$ cat config.mk
export PLATFORM = sky130hd
export DESIGN_NAME = matmul_apb_slave
export DESIGN_NICKNAME = d
export VERILOG_FILES = /design/src/rtl/matmul_pkg.sv /design/src/rtl/apb_slave_fsm.sv /design/src/rtl/matmul_apb_slave.sv
export SDC_FILE = /design/constraint.sdc
export NUM_CORES = 2
export LEC_CHECK = 0
export BUFFER_PORTS_ARGS = -buffer_cell sky130_fd_sc_hd__buf_4
export CAP_MARGIN = 5
export CORE_MARGIN = 2
export CORE_UTILIZATION = 45
export CTS_CLUSTER_SIZE = 10
export DETAILED_ROUTE_END_ITERATION = 16
export PLACE_DENSITY_LB_ADDON = 0.08
export SKIP_LAST_GASP = 1
export SYNTH_ARGS = -nofsm -noshare
export SYNTH_HDL_FRONTEND = slang
export SYNTH_SLANG_ARGS = --single-unit
$ cat constraint.sdc
create_clock -name clk -period 43.9 [get_ports clk]
set_input_delay 0 -clock clk [delete_from_list [all_inputs] [get_ports clk]]
set_output_delay 0 -clock clk [all_outputs]
set_load 0.02 [all_outputs]
$ cat src/rtl/matmul_pkg.sv
// Shared constants and types for the matmul accelerator APB front end.
// Holds address offsets, the control-register layout and the protocol FSM states.
package matmul_pkg;

    localparam int DEFAULT_DATA_WIDTH = 8;
    localparam int DEFAULT_MAX_DIM    = 4;
    localparam int DEFAULT_BUS_WIDTH  = DEFAULT_MAX_DIM * DEFAULT_DATA_WIDTH;
    localparam int DEFAULT_ADDR_WIDTH = 16;

    localparam logic [4:0] OFF_CTRL  = 5'h00;
    localparam logic [4:0] OFF_AMAT  = 5'h04;
    localparam logic [4:0] OFF_BMAT  = 5'h08;
    localparam logic [4:0] OFF_FLAGS = 5'h0C;
    localparam logic [4:0] OFF_SP    = 5'h10;

    typedef enum logic [1:0] {
        ST_IDLE,
        ST_WAIT,
        ST_RESP
    } apb_state_t;

    // Field order is MSB first; the start bit is never stored.
    typedef struct packed {
        logic [1:0] reserved;
        logic [1:0] mDimM1;
        logic [1:0] kDimM1;
        logic [1:0] nDimM1;
        logic [1:0] dataflow;
        logic [1:0] rdTarget;
        logic [1:0] wrTarget;
        logic       mode;
        logic       start;
    } ctrl_reg_t;

endpackage

$ cat src/rtl/apb_slave_fsm.sv
// APB protocol sequencer: one wait state, then a single response cycle.
// o_sample marks the WAIT->RESP edge, o_commit marks the edge ending RESP.
module apb_slave_fsm
    import matmul_pkg::*;
(
    input  logic clk,
    input  logic rst,
    input  logic i_psel,
    input  logic i_penable,
    output logic o_pready,
    output logic o_sample,
    output logic o_commit
);

    apb_state_t r_state;
    apb_state_t w_nextState;

    always_ff @(posedge clk or posedge rst) begin
        if (rst) begin
            r_state <= ST_IDLE;
        end else begin
            r_state <= w_nextState;
        end
    end

    always_comb begin
        w_nextState = r_state;
        case (r_state)
            ST_IDLE: if (i_psel && i_penable) w_nextState = ST_WAIT;
            ST_WAIT: w_nextState = i_psel ? ST_RESP : ST_IDLE;
            ST_RESP: w_nextState = ST_IDLE;
            default: w_nextState = ST_IDLE;
        endcase
    end

    // A master that abandons the transfer during WAIT never gets sampled.
    always_comb begin
        o_pready = (r_state == ST_RESP);
        o_commit = (r_state == ST_RESP);
        o_sample = (r_state == ST_WAIT) && i_psel;
    end

endmodule

$ cat src/rtl/matmul_apb_slave.sv
// APB slave front end of the matmul accelerator: operand/control/flags/scratchpad
// register file, start/busy tracking and capture of engine results.
module matmul_apb_slave
    import matmul_pkg::*;
#(
    parameter int DATA_WIDTH = DEFAULT_DATA_WIDTH,
    parameter int MAX_DIM    = DEFAULT_MAX_DIM,
    parameter int BUS_WIDTH  = DEFAULT_BUS_WIDTH,
    parameter int ADDR_WIDTH = DEFAULT_ADDR_WIDTH
)(
    input  logic                         clk,
    input  logic                         rst,
    input  logic [ADDR_WIDTH-1:0]        paddr,
    input  logic                         psel,
    input  logic                         penable,
    input  logic                         pwrite,
    input  logic [BUS_WIDTH-1:0]         pwdata,
    input  logic [MAX_DIM-1:0]           pstrb,
    output logic                         pready,
    output logic                         pslverr,
    output logic [BUS_WIDTH-1:0]         prdata,
    output logic                         start,
    output logic                         busy,
    output logic [15:0]                  ctrl,
    output logic [MAX_DIM*BUS_WIDTH-1:0] mat_a,
    output logic [MAX_DIM*BUS_WIDTH-1:0] mat_b,
    input  logic                         engine_done,
    input  logic                         res_we,
    input  logic [1:0]                   res_row,
    input  logic [1:0]                   res_col,
    input  logic [BUS_WIDTH-1:0]         res_data,
    input  logic [MAX_DIM*MAX_DIM-1:0]   flags_in
);

    logic [MAX_DIM-1:0][BUS_WIDTH-1:0] r_matA;
    logic [MAX_DIM-1:0][BUS_WIDTH-1:0] r_matB;
    logic [BUS_WIDTH-1:0]              r_sp [MAX_DIM][MAX_DIM];
    ctrl_reg_t                         r_ctrl;
    logic [MAX_DIM*MAX_DIM-1:0]        r_flags;
    logic                              r_busy;
    logic                              r_start;
    logic                              r_pslverr;
    logic [BUS_WIDTH-1:0]              r_prdata;

    logic                 w_sample;
    logic                 w_commit;
    logic [4:0]           w_offset;
    logic [1:0]           w_row;
    logic [1:0]           w_col;
    logic [BUS_WIDTH-1:0] w_rdData;
    logic [BUS_WIDTH-1:0] w_laneData;
    logic                 w_err;
    logic                 w_doWrite;
    logic                 w_startReq;
    logic                 w_unusedAddr;

    apb_slave_fsm u_fsm (
        .clk       (clk),
        .rst       (rst),
        .i_psel    (psel),
        .i_penable (penable),
        .o_pready  (pready),
        .o_sample  (w_sample),
        .o_commit  (w_commit)
    );

    assign w_offset     = paddr[4:0];
    assign w_row        = paddr[6:5];
    assign w_col        = paddr[8:7];
    assign w_unusedAddr = ^paddr[ADDR_WIDTH-1:9];

    always_comb begin
        w_rdData = '0;
        w_err    = 1'b0;
        case (w_offset)
            OFF_CTRL: begin
                w_rdData = BUS_WIDTH'(r_ctrl);
                w_err    = pwrite && r_busy;
            end
            OFF_AMAT: begin
                w_rdData = r_matA[w_row];
                w_err    = pwrite && r_busy;
            end
            OFF_BMAT: begin
                w_rdData = r_matB[w_row];
                w_err    = pwrite && r_busy;
            end
            OFF_FLAGS: begin
                w_rdData = BUS_WIDTH'(r_flags);
                w_err    = pwrite;
            end
            OFF_SP: begin
                w_rdData = r_sp[w_row][w_col];
                w_err    = pwrite;
            end
            default: begin
                w_rdData = '0;
                w_err    = 1'b1;
            end
        endcase
        if (pwrite) w_rdData = '0;
    end

    // Unstrobed lanes are cleared, not preserved: pstrb=0 encodes a zero element.
    always_comb begin
        w_laneData = '0;
        for (int k = 0; k < MAX_DIM; k++) begin
            if (pstrb[k]) w_laneData[k*DATA_WIDTH +: DATA_WIDTH] = pwdata[k*DATA_WIDTH +: DATA_WIDTH];
        end
    end

    assign w_doWrite  = w_commit && pwrite && !r_pslverr;
    assign w_startReq = w_doWrite && (w_offset == OFF_CTRL) && pwdata[0];

    always_ff @(posedge clk or posedge rst) begin
        if (rst) begin
            r_prdata  <= '0;
            r_pslverr <= 1'b0;
        end else if (w_sample) begin
            r_prdata  <= w_rdData;
            r_pslverr <= w_err;
        end else if (w_commit) begin
            r_prdata  <= '0;
            r_pslverr <= 1'b0;
        end
    end

    always_ff @(posedge clk or posedge rst) begin
        if (rst) begin
            r_ctrl <= '0;
            r_matA <= '0;
            r_matB <= '0;
        end else if (w_doWrite) begin
            case (w_offset)
                OFF_CTRL: r_ctrl         <= ctrl_reg_t'({pwdata[15:1], 1'b0});
                OFF_AMAT: r_matA[w_row]  <= w_laneData;
                OFF_BMAT: r_matB[w_row]  <= w_laneData;
                default:  ;
            endcase
        end
    end

    // A legal start can only be taken while idle, so it never collides with engine_done.
    always_ff @(posedge clk or posedge rst) begin
        if (rst) begin
            r_start <= 1'b0;
            r_busy  <= 1'b0;
            r_flags <= '0;
        end else begin
            r_start <= w_startReq;
            if (w_startReq) begin
                r_busy  <= 1'b1;
                r_flags <= '0;
            end else if (r_busy) begin
                r_flags <= r_flags | flags_in;
                if (engine_done) r_busy <= 1'b0;
            end
        end
    end

    always_ff @(posedge clk or posedge rst) begin
        if (rst) begin
            for (int r = 0; r < MAX_DIM; r++) begin
                for (int c = 0; c < MAX_DIM; c++) begin
                    r_sp[r][c] <= '0;
                end
            end
        end else if (res_we) begin
            r_sp[res_row][res_col] <= res_data;
        end
    end

    assign pslverr = r_pslverr;
    assign prdata  = r_prdata;
    assign start   = r_start;
    assign busy    = r_busy;
    assign ctrl    = r_ctrl;
    assign mat_a   = r_matA;
    assign mat_b   = r_matB;

endmodule

## Yosys cells after proc, flatten, opt, wreduce, memory -nomap -nowiden

Cells that the tools add are included.

- Magnitude comparators: 8
- Equality and inequality tests: 7
- Multiplexer cells: 38
- Bitwise logic cells: 5
- Reductions and logical operators: 20

Operators with widths:

| cell | count |
|---|---|
| $bwmux W512 | 1 |
| $mux W128 | 3 |
| $mux W32 | 9 |
| $bmux W128 S2 | 1 |
| $bwmux W128 | 2 |
| $demux W128 S2 | 1 |
| $bmux W32 S2 | 3 |
| $pmux W32 S5 | 1 |
| $demux W32 S2 | 2 |
| $mux W16 | 2 |
| $mux W8 | 4 |
| $or A16 B16 Y16 | 1 |
| $ge A3 B3 Y1 const B | 4 |
| $not A2 Y3 | 4 |
| $eq A5 B4 Y1 const B | 2 |
| $logic_and A1 B1 Y1 | 10 |
| $lt A3 B1 Y1 const B | 2 |
| $reduce_and A2 Y1 | 3 |
| $eq A5 B3 Y1 const B | 1 |
| $eq A5 B5 Y1 const B | 1 |
| $logic_not A5 Y1 | 1 |
| $mux W1 | 5 |
| $mux W2 | 2 |
| $pmux W2 S2 | 1 |
| 11 further kinds | 12 |

- Bits in registers: 836
- Bits of input ports: 111
- Output and inout port bits: 308

## Logic depth before layout (Yosys ltp)

- Depth after elaboration: 10
- Mapped depth: 9
- Depth with buffers taken out: 5

## Cells and area by module

Synthesis repeated with hierarchy kept, for this count alone.

- Cells, all modules: 2703
- Area, all modules: 36712.7 µm²

Modules (own cells, without submodules):

| module | instances | cells an instance | area each (µm²) | seq. area each (µm²) |
|---|---|---|---|---|
| matmul_apb_slave | 1 | 2695 | 36610.1 | 20870.0 |
| apb_slave_fsm | 1 | 8 | 102.6 | 50.0 |

## Least setup slack after synthesis

Ideal clock, no wire load.

- Kind: reg-to-reg
- Start point: reg r_pslverr (netlist: pslverr)
- End point: reg r_matA, in the netlist mat_a[57]
- Library setup time: 130 ps
- Data arrival time: 1729 ps
- Setup slack: 42041 ps
- Stages on the path, launching flop included: 9
- Path buffers: 3
- Cell sequence: dfrtp_1 -> and4bb_1 -> buf_4 -> nor2b_1 -> buf_2 -> nand3_2 -> clkbuf_1 -> nand2_1 -> o21ai_0

- Longest elaborated chain between the ends: 3

RTL lines:

| what | line | RTL |
|---|---|---|
| from (decl) | matmul_apb_slave.sv:42 | `logic r_pslverr;` |
| from (signal assigned) | matmul_apb_slave.sv:121 | `r_pslverr <= w_err;` |
| $logic_not A1 Y1 | matmul_apb_slave.sv:112 | `assign w_doWrite = w_commit && pwrite && !r_pslverr;` |
| $logic_and A1 B1 Y1 | matmul_apb_slave.sv:112 |  |
| $reduce_and A2 Y1 (no line) | -- |  |
| to (signal, indexed assignment) | matmul_apb_slave.sv:136 | `OFF_AMAT: r_matA[w_row] <= w_laneData;` |
| to (decl) | matmul_apb_slave.sv:35 | `logic [MAX_DIM-1:0][BUS_WIDTH-1:0] r_matA;` |

No other way between the ends.
A chain may end at the register's enable or synchronous reset.

## Worst setup path after layout

- Start point: in paddr[5]
- End point: reg r_prdata[0] (netlist: prdata[0])

- Longest elaborated chain between the ends: 10

RTL lines:

| what | line | RTL |
|---|---|---|
| from (decl) | matmul_apb_slave.sv:13 | `input logic [ADDR_WIDTH-1:0] paddr,` |
| $not A2 Y3 (not written as such) | matmul_apb_slave.sv:93 | `w_rdData = r_sp[w_row][w_col];` |
| $bmux W128 S2 | matmul_apb_slave.sv:93 |  |
| $mux W128 (not written as such) (2 in a row) | matmul_apb_slave.sv:93 |  |
| $bmux W32 S2 | matmul_apb_slave.sv:93 |  |
| $mux W32 (not written as such) (2 in a row) | matmul_apb_slave.sv:93 |  |
| $pmux W32 S5 (*) | matmul_apb_slave.sv:75 | `case (w_offset)` |
| $mux W32 (*) | matmul_apb_slave.sv:101 | `if (pwrite) w_rdData = '0;` |
| $mux W32 (*) | matmul_apb_slave.sv:119 | `end else if (w_sample) begin` |
| to (signal assigned) | matmul_apb_slave.sv:120 | `r_prdata <= w_rdData;` |
| to (decl) | matmul_apb_slave.sv:43 | `logic [BUS_WIDTH-1:0] r_prdata;` |

Every way passes the cells marked *; elsewhere a longest branch is shown, timed or not. The select of a mux whose other input is x is not followed.

==> metrics <==
Std-Cell Rows=approximately 110; GRT overflow=0; Synth Instances=between 2000 and 3000; CTS root buffer=clkbuf_16; Post-route DRC=0; Post-Syn Nets=around 2800; Starting Density=a little under half; Core Footprint=between 80000 and 90000 sq um; PwrDens=43.0 nW/um^2; commonest non-fill, non-tap cell in the layout=dfrtp_1; Hold Crit Class=primary input to flip-flop; first-pass GRT wire length=about 180000 um; placed standard-cell area=about 41000 sq um; io pins=419; Avg Inst Size Synth=roughly 14 sq um; synthesized flop and latch total=around 840; Fin Hold WS=0.0252 ns; Die W=291 um; worst setup margin=40.16 ns; cell area after layout=44700 sq um; DRT antenna net count=0; CP startpoint kind=primary input; skew final=0.0392 ns; clk sinks=between 800 and 900; required time worst endpoint=between 40 and 50 ns; Worst setup EP type=flip-flop; CTS buffer count=97; nets=approximately 3200; layout cells sized above 1=about two fifths; number of global-route vias before repair=between 20000 and 30000; WL final=approximately 120000 um; Crit Path Class=primary input to flip-flop; Post-CTS Resized=0; initial antenna violation count=4; mapped cell area=37100 sq um; H-Tree Depth=3; Die Ht=291 um; clock slew at reported path FFs=roughly 0.050 ns; sequential element share of the synthesized area=a little under three fifths; Pleak=around 0.02 uW; drt wl/cell=roughly 28 um; most frequent cells in the layout=dfrtp_1, mux2_2, buf_4; routed vias=about 25000; relative slew slack=approximately a fifth; worst-margin pin slew=between 1 and 1.5 ns; VDD IR-drop max=about 0.032 mV; clock latency on the worst-skew pair=roughly 0.67 ns; die area=between 80000 and 90000 sq um; Clock Tree Buf Depth=3; CTS tree=done; Fmax=~270 MHz; total track usage=~28%; drt first pass iters=6; Max Slew Vio Count=0; largest net degree at the start of global routing=~160; Final period util=under 10%; I/O Buffers=between 400 and 500; RD Place Congestion=0.902; Worst Path Arrival=approximately 4.3 ns; Layout area overhead=20.6%; Setup Fix Bufs, Post-CTS=0; post-synth cell types=54; Max Cap Violations=0; dpl ws=~40 ns; post-layout min period=3.74 ns; DPL Wire Length=approximately 76000 um; unrepaired setup endpoints after global routing=false; final setup fails=0; status=complete, no violations; Final Hold Fails=0; vias per inst=5.83; DR iter-0 viols=~1600; Crit Path Max Fanout=approximately 110; Fin Setup TNS=0 ns; Synth warnings=0; cts hold-fix bufs=around 110
==> through the flow <==
| stage | utilization, % | cells | power (uW) |
|---|---|---|---|
| after floorplan | - | 2661 | 1140 |
| after global placement | 49.9 | 3956 | 1190 |
| after detailed placement | 49.9 | 3956 | 1210 |
| after CTS | 54.7 | 4206 | 1940 |
| after global routing | 54.7 | 4206 | 2010 |
| final | 54.7 | 4207 | 1930 |
==> flip-flops by register name, indices dropped and copies added, names as in the netlist <==
| signal | cells |
|---|---|
| mat_b | 128 |
| mat_a | 128 |
| ctrl | 15 |
| busy | 1 |
| r_sp | 512 |
| u_fsm.r_state | 2 |
| start | 1 |
| prdata | 32 |
| r_flags | 16 |
| pslverr | 1 |
==> worst max-delay path, cell delays in order <==
cell	delay (ns)
buf_8	0.54
buf_12	0.56
buf_4	0.73
mux4_2	0.67
mux2_2	0.29
nand3_1	0.10
dlygate4sd3_1	0.57
a31oi_1	0.08
dlygate4sd3_1	0.56
==> where the power goes <==
part	switching (uW)	leakage, uW	internal, uW
Combinational	103	0.00785	159
Clock	307	0.00134	417
Sequential	55.3	0.0108	884
Total	466	0.0200	1460
==> worst paths after layout <==
| check | from | end | slack, ns | cells after the start |
|---|---|---|---|---|
| max reg2reg | u_fsm.r_state[0]$_DFFE_PP0P_ | r_flags[14]$_DFFE_PP0P_ | 40.18 | 5 |
| min reg2reg | r_sp[396]$_DFFE_PP0P_ | r_sp[396]$_DFFE_PP0P_ | 0.49 | 1 |
| max in group asynchronous | rst | r_sp[241]$_DFFE_PP0P_ | 41.28 | 5 |
| min in group asynchronous | rst | mat_b[89]$_DFFE_PP0P_ | 0.06 | 3 |
| max | paddr[5] | prdata[0]$_DFFE_PP0P_ | 40.16 | 9 |
| min | pwrite | prdata[29]$_DFFE_PP0P_ | 0.03 | 4 |
==> logic make-up (layout without fill, tap and decap cells) <==
| group | Yosys count | in the layout | share of synthesized area, % |
|---|---|---|---|
| mux | 777 | 777 | 29.2 |
| compound gates | 413 | 413 | 6.43 |
| other cells | 1 | 2 | 0.0101 |
| buf+inv | 228 | 703 | 3.00 |
| flops | 836 | 836 | 56.4 |
| simple gates | 406 | 406 | 4.96 |
==> Yosys cell counts (all sizes together) <==
master  number  share of area (%)
a211o        1              0.024
a211oi       7               0.14
a21oi       54               0.73
a221o        7               0.19
a221oi      14               0.38
a22o        15               0.35
a22oi       19               0.38
a31oi        2              0.034
and3         3              0.051
and3b        1              0.024
and4         1              0.024
and4b        1              0.027
and4bb       2              0.067
buf        111                1.8
clkbuf     114                1.2
conb         1              0.010
dfrtp      836                 56
inv          3              0.030
mux2       536                 16
mux2i       50                1.3
mux4       191                 12
nand2      298                3.0
nand2b       5              0.084
nand3        8               0.16
nand3b       8               0.22
nand4        2               0.11
nand4b       2               0.13
nor2        38               0.38
nor2b       11               0.19
nor3        17               0.23
nor3b        3              0.088
nor4         1              0.057
nor4bb       1              0.027
o211ai      18               0.43
o21a         1              0.020
o21ai      271                3.7
o22a         2              0.047
o22ai        2              0.034
or3          4              0.081
==> routing by layer <==
layer | global-route usage (%) | routed length (um) | vias up
met5 | 0 | 27 | -
met4 | 7.63 | 3160 | 4
met3 | 7.24 | 7960 | 167
met2 | 45.7 | 56900 | 675
met1 | 37.6 | 50000 | 13100
li1 | - | - | 10600
==> cell type report <==
| cell class | count | area, sq um |
|---|---|---|
| Sequential cell | 836 | 20900 |
| Clock buffer | 130 | 2660 |
| Inverter | 3 | 18.8 |
| Multi-Input combinational cell | 1597 | 15200 |
| Timing Repair Buffer | 563 | 4560 |
| Antenna cell | 1 | 2.50 |
| Tap cell | 1070 | 1340 |
| Fill cell | 6799 | 37100 |
| Clock inverter | 7 | 76.3 |
Power figures use the tool's default switching activity.
